===== src/rtl/spi_mem_ctrl.sv =====
// SPI mode-0 master fetching/storing single bytes in an external serial SRAM/flash.
// Optional write path enabled by defining SPI_MEM_WRITE_EN; otherwise every access is a read.
module spi_mem_ctrl #(
  parameter int DIV = 1
) (
  input  logic        clk,
  input  logic        rst_n,
  input  logic        req,
  input  logic        we,
  input  logic [15:0] addr,
  input  logic [7:0]  wdata,
  output logic [7:0]  rdata,
  output logic        busy,
  output logic        done,
  output logic        spi_cs_n,
  output logic        spi_sck,
  output logic        spi_mosi,
  input  logic        spi_miso
);

  typedef enum logic [1:0] {IDLE, SHIFT, DONE} state_t;

  localparam logic [7:0] PHASE_LAST = 8'(DIV - 1);

  state_t      state_reg, state_next;
  logic [39:0] frame_reg;
  logic [7:0]  phase_reg;
  logic [5:0]  bit_reg;
  logic        sck_reg;
  logic        we_reg;
  logic [7:0]  rx_reg;
  logic [7:0]  rdata_reg;

  logic        we_eff;
  logic [7:0]  data_byte;
  logic        accept;
  logic        phase_end;
  logic        last_bit;

`ifdef SPI_MEM_WRITE_EN
  assign we_eff    = we;
  assign data_byte = we ? wdata : 8'h00;
`else
  logic unused_write;
  assign unused_write = ^{we, wdata};
  assign we_eff       = 1'b0;
  assign data_byte    = 8'h00;
`endif

  // DONE also accepts a held request so back-to-back frames are 80*DIV+1 cycles apart.
  assign accept    = req && (state_reg == IDLE || state_reg == DONE);
  assign phase_end = (phase_reg == PHASE_LAST);
  assign last_bit  = (state_reg == SHIFT) && phase_end && sck_reg && (bit_reg == 6'd0);

  always_ff @(posedge clk) begin
    if (!rst_n) begin
      state_reg <= IDLE;
      frame_reg <= 40'h0;
      phase_reg <= 8'h00;
      bit_reg   <= 6'd0;
      sck_reg   <= 1'b0;
      we_reg    <= 1'b0;
      rx_reg    <= 8'h00;
      rdata_reg <= 8'h00;
    end else begin
      state_reg <= state_next;
      if (accept) begin
        frame_reg <= {(we_eff ? 8'h02 : 8'h03), 8'h00, addr, data_byte};
        phase_reg <= 8'h00;
        bit_reg   <= 6'd39;
        sck_reg   <= 1'b0;
        we_reg    <= we_eff;
      end else if (state_reg == SHIFT) begin
        if (phase_end) begin
          phase_reg <= 8'h00;
          sck_reg   <= ~sck_reg;
          if (!sck_reg) begin
            // Rising SCK edge: capture slave data; only the last 8 samples survive.
            if (!we_reg) begin
              rx_reg <= {rx_reg[6:0], spi_miso};
            end
          end else if (bit_reg != 6'd0) begin
            bit_reg   <= bit_reg - 6'd1;
            frame_reg <= {frame_reg[38:0], 1'b0};
          end
        end else begin
          phase_reg <= phase_reg + 8'h01;
        end
      end
      if (last_bit && !we_reg) begin
        rdata_reg <= rx_reg;
      end
    end
  end

  always_comb begin
    state_next = state_reg;
    case (state_reg)
      IDLE:    if (req) state_next = SHIFT;
      SHIFT:   if (last_bit) state_next = DONE;
      DONE:    state_next = req ? SHIFT : IDLE;
      default: state_next = IDLE;
    endcase
  end

  always_comb begin
    spi_cs_n = 1'b1;
    spi_sck  = 1'b0;
    spi_mosi = 1'b0;
    busy     = 1'b0;
    done     = 1'b0;
    case (state_reg)
      SHIFT: begin
        spi_cs_n = 1'b0;
        spi_sck  = sck_reg;
        spi_mosi = frame_reg[39];
        busy     = 1'b1;
      end
      DONE: begin
        busy = 1'b1;
        done = 1'b1;
      end
      default: ;
    endcase
  end

  assign rdata = rdata_reg;

endmodule


===== config.mk =====
export PLATFORM = sky130hd
export DESIGN_NAME = spi_mem_ctrl
export DESIGN_NICKNAME = d
export VERILOG_FILES = /design/src/rtl/spi_mem_ctrl.sv
export SDC_FILE = /design/constraint.sdc
export NUM_CORES = 1
export LEC_CHECK = 0
export BUFFER_PORTS_ARGS = -buffer_cell sky130_fd_sc_hd__buf_2
export CORE_ASPECT_RATIO = 1.5
export CORE_MARGIN = 2
export CORE_UTILIZATION = 53
export CTS_BUF_LIST = sky130_fd_sc_hd__clkbuf_4
export DETAILED_ROUTE_END_ITERATION = 16
export PLACE_DENSITY = 0.87
export SYNTH_ARGS = -nofsm -noshare
export SYNTH_HDL_FRONTEND = slang
export SYNTH_SLANG_ARGS = --single-unit

===== constraint.sdc =====
create_clock -name clk -period 1.8 [get_ports clk]
set_input_delay 0.27 -clock clk [delete_from_list [all_inputs] [get_ports clk]]
set_output_delay 0.27 -clock clk [all_outputs]
set_load 0.005 [all_outputs]

# Word level (Yosys, flattened, before mapping)
# Index checks and enable logic that the tools add are counted.
# word_totals
reg_bits	65
latch_bits	0
ramBits	0
romBits	0
in_bits	29
output_inout_bits	13
elab_cells	58
mem_count	0
# classes
add_sub_neg	2
multipliers	0
div_mod_pow	0
magnitude_cmp	0
n_eq_ne	4
shift	0
mux	20
bitwise	3
reduce_logical	20
# ops
op	n
$mux 34	5
$mux 6	5
$reduce_and 4->1	3
$add 8x1->8 const B	1
$logic_not 8->1	1
$mux 8	1
$reduce_bool 2->1	4
$logic_not 6->1	1
$mux 1	6
$pmux 2 s3	1
$reduce_bool 6->1	1
$sub 6x1->6 const B	1
$logic_and 1x1->1	4
$mux 2	2
$ne 2x2->1 const B	2
$reduce_and 2->1	2
$reduce_or 2->1	2
$not 1->1	3
$eq 2x1->1 const B	1
$eq 2x2->1 const B	1
$logic_not 2->1	1
$logic_or 1x1->1	1

# Longest topological paths before layout
# logic_depth
depth_word	6
mapped_depth	10
mapped_depth_nobuf	7

# Worst setup path before layout
# Ideal clock, no wire load.
# synth_timing
path_kind	reg-to-reg
from	register bit_reg[0]
to	register bit_reg[1]
setup_time_ns	0.119
arrival_time_ns	1.872
required_time_ns	1.681
path_slack_ns	-0.190
path_stages_with_launch	8
path_buffers	1
period_less_slack_ns	1.990
cell_sequence	dfxtp_1 -> inv_1 -> ha_1 -> or3b_4 -> or3_4 -> a41o_4 -> buf_6 -> o221a_1
# synth_via
elab_chain_len	6
elab_cells_between_ends	9
classes_between	add/sub: 1; mux: 5; reduce/logical: 3
# synth_rtl
item	line_no	text
start, declared	28	logic [5:0] bit_reg;
start signal, assigned	83	bit_reg <= bit_reg - 6'd1;
$sub 6x1->6	83	
$mux 6	82	end else if (bit_reg != 6'd0) begin
$mux 6	77	if (!sck_reg) begin
$mux 6	74	if (phase_end) begin
$mux 6	73	end else if (state_reg == SHIFT) begin
$mux 6	67	if (accept) begin
# Several ways; a longest one is shown, not always the timed one. The select of a mux whose other input is x is not followed.
# A chain may end at the register's enable or synchronous reset.

# Final worst setup path
# layout_timing
from	register bit_reg[0]
to	register frame_reg[33]
# layout_via
elab_chain_len	3
# layout_rtl
item	line_no	text
$reduce_bool 6->1	82	
$reduce_bool 2->1 (no line)	--	
$reduce_and 4->1 (no line)	--	
end signal, assigned	68	frame_reg <= {(we_eff ? 8'h02 : 8'h03), 8'h00, addr, data_byte};
end signal, assigned	84	frame_reg <= {frame_reg[38:0], 1'b0};
end, declared	26	logic [39:0] frame_reg;
# Every way passes these cells.

==> run summary <==
critical path arrival - 2.37 ns
H-tree depth - 3
worst path required time - 2.11 ns
Max clock buf depth - 2
Slew Limit Fails - 0
RSZ-0062 raised after global routing - true
Seq/Total Area, Yosys - 46.4%
CTS hold repair buffers - 0
DRC viols - 0
Starting Density - 54.7%
most common cell after layout, fill and taps aside - dfxtp_1
Layout Area Growth over Synthesis - 44.4%
Starting DRT DRC Count - 199
maximum vdd ir drop - 0.754 mV
Placer Congestion - 0.838
Avg Inst Size Synth - 8.49 µm²
Syn Inst Count - 330
Port Buffers - 32
total number of vias - 2918
Inserted Clock Buffers - 9
# rows - 32
number of synthesized flops with an enable pin - 0
final instance area - 0.00405 mm²
Worst-Skew Late Latency - 0.43 ns
GRT Total Usage - 27.2%
Sequential Power Share - 37.3%
vias per cell - 6.12
combinational power share - 38.0%
status - finished, violations left
commonest cells after routing, fill and taps aside - dfxtp_1, nand2_1, buf_4
failing checks - setup timing
Setup violations, final - 56
Final Skew - 0.0148 ns
Synth cell types - 40
drt total wl - 8960 µm
Critical Path Source - bit_reg[0]
worst-path maximum fanout - 8
Fin Hold WS - 0.0717 ns
share of layout cells above drive strength 1 - 47.4%
antenna cells - 0
die width - 63.4 µm
Seq cells post-synth - 65
WL/cell - 18.8 µm
Most used DFF post-synth - dfxtp_1
pwr dens - 1120 mW/mm²
drt first pass iters - 5
fin crit share - 115%
die area - 0.00590 mm²
worst r2r src - bit_reg[0]
Root Driver - clkbuf_4
NetSw - 1.63 mW
Die Span Y - 93.1 µm
Final ANT Viol Nets - 0
CTS tree - done
HP Class - input pin to flop
Final min period - 2.06 ns
clk slew on worst S/H paths - 0.12 ns
crit start category - flop
clock group share of total power - 24.7%
leak pwr - 1.69 nW
dpl hpwl - 4220 µm
max reg flops - 32
core area - 0.00512 mm²
first-pass GRT wire length - 12400 µm
Final WS setup - -0.262 ns
ys async rst share - 0%
Int Pwr - 2.92 mW
Min-Delay Startpoint - addr[0]
largest net degree at the start of global routing - 29
FILL cells - 310
worst-margin pin slew - 0.571 ns
Final Hold Fails - 0
non-filler cells, final - 477
Post-Place Cell Area - 0.00322 mm²
CP Capture Type - flop
antenna violations before repair - 0
sw frac - 35.8%
placed cell count - 444
max-cap violation count - 0
fin nets - 440
Crit Path Class - flop to flop
Overflow after GRT - 0
Clock Sinks - 65
max frequency - 485 MHz
I/O pins - 42
Slew headroom - 62.0%
Syn Nets - 366
Placement Setup Slack - -0.350 ns
Synth Warn # - 0
number of global-route vias before repair - 2790
synthesized cell area - 0.00280 mm²
-- critical path: stages (launching register included) --
cell and delay [ns]:
dfxtp_2 0.34, inv_2 0.10, ha_4 0.16, or3b_4 0.42, or3_4 0.41, and2_4 0.23
buf_12 0.17, nand2_2 0.07, a31oi_1 0.07
-- cells in the mapped netlist, types with 2 or more instances --
cell type  number  share of area [%]
and2_1          5                1.1
dfxtp_1        65                 46
a31oi_1         3               0.67
a21boi_0       19                5.1
a21oi_1        32                5.7
o211ai_1        2               0.54
a22oi_1        15                4.0
nand2b_1        2               0.45
nor3_1          5               0.89
o21ai_0        21                3.7
xor2_1          8                2.5
and3_1          3               0.67
buf_6           2               0.80
ha_1            7                3.1
clkbuf_1        9                1.2
buf_2           7                1.2
inv_1           9                1.2
nor2_1         16                2.1
nand2_1        74                9.9
mux2i_1         2               0.71
nand3_1         2               0.36
xnor2_1         2               0.63
nand4_1         3               0.67
-- path summary, 6_finish.rpt --
check	endpoint	slack [ns]	cells past startpoint
max	frame_reg[33]	-0.26	8
min	frame_reg[8]	0.07	3
max reg2reg	frame_reg[33]	-0.26	8
min reg2reg	rdata[2]	0.45	2
-- cell type report --
cell class	instances	area [µm²]	area share [%]
Tap cell	68	85.1	2.10
Sequential cell	65	1310	32.3
Clock inverter	7	93.8	2.32
Clock buffer	9	67.6	1.67
Timing Repair Buffer	77	592	14.6
Multi-Input combinational cell	242	1870	46.1
Inverter	9	33.8	0.835
-- metrics by stage --
| stage | total power [mW] | TNS, ns | util [%] |
|---|---|---|---|
| 2_1_floorplan | 2.32 | -3.48 | - |
| 3_3_place_gp | 2.63 | -7.48 | 62.9 |
| 3_5_place_dp | 2.68 | -11.46 | 62.9 |
| 4_1_cts | 4.11 | -5.00 | 70.7 |
| 5_1_grt | 4.72 | -10.87 | 79.0 |
| 6_report | 4.55 | -8.83 | 79.0 |
-- kinds of logic (layout without fill, tap and decap cells) --
family / Yosys count / in the layout / synth area share (%)
buffers and inverters: 29 / 102 / 4.78
AND/OR/NAND/NOR: 118 / 119 / 19.2
multiplexers: 2 / 2 / 0.714
adder cells (fa/ha/maj): 7 / 7 / 3.12
flip-flops: 65 / 65 / 46.4
XOR/XNOR: 10 / 10 / 3.13
AO/OA/AOI/OAI: 99 / 104 / 22.6
-- power by group through the flow --
stage / Clock, mW / Combinational, mW / Sequential, mW
CTS: 1.12 / 1.33 / 1.66
detailed placement: 0 / 1.01 / 1.67
finish: 1.13 / 1.73 / 1.70
global placement: 0 / 0.964 / 1.67
global route: 1.20 / 1.81 / 1.71
floorplan: 0 / 0.647 / 1.67
-- metal layers --
metal | global-route usage, % | vias up | wire length (µm)
li1 | - | 1315 | -
met1 | 27.8 | 1410 | 3350
met2 | 47.9 | 145 | 4610
met3 | 6.62 | 48 | 536
met4 | 19.0 | 0 | 467
met5 | 0 | - | 0
-- timing repair --
action / in CTS / in global routing
setup endpoints to repair: 58 / 66
hold endpoints to repair: 0 / 0
pin swaps: 9 / 50
gates cloned: 6 / 1
resized for setup: 51 / 110
buffers inserted: 1 / 9
Power figures use the tool's default switching activity.
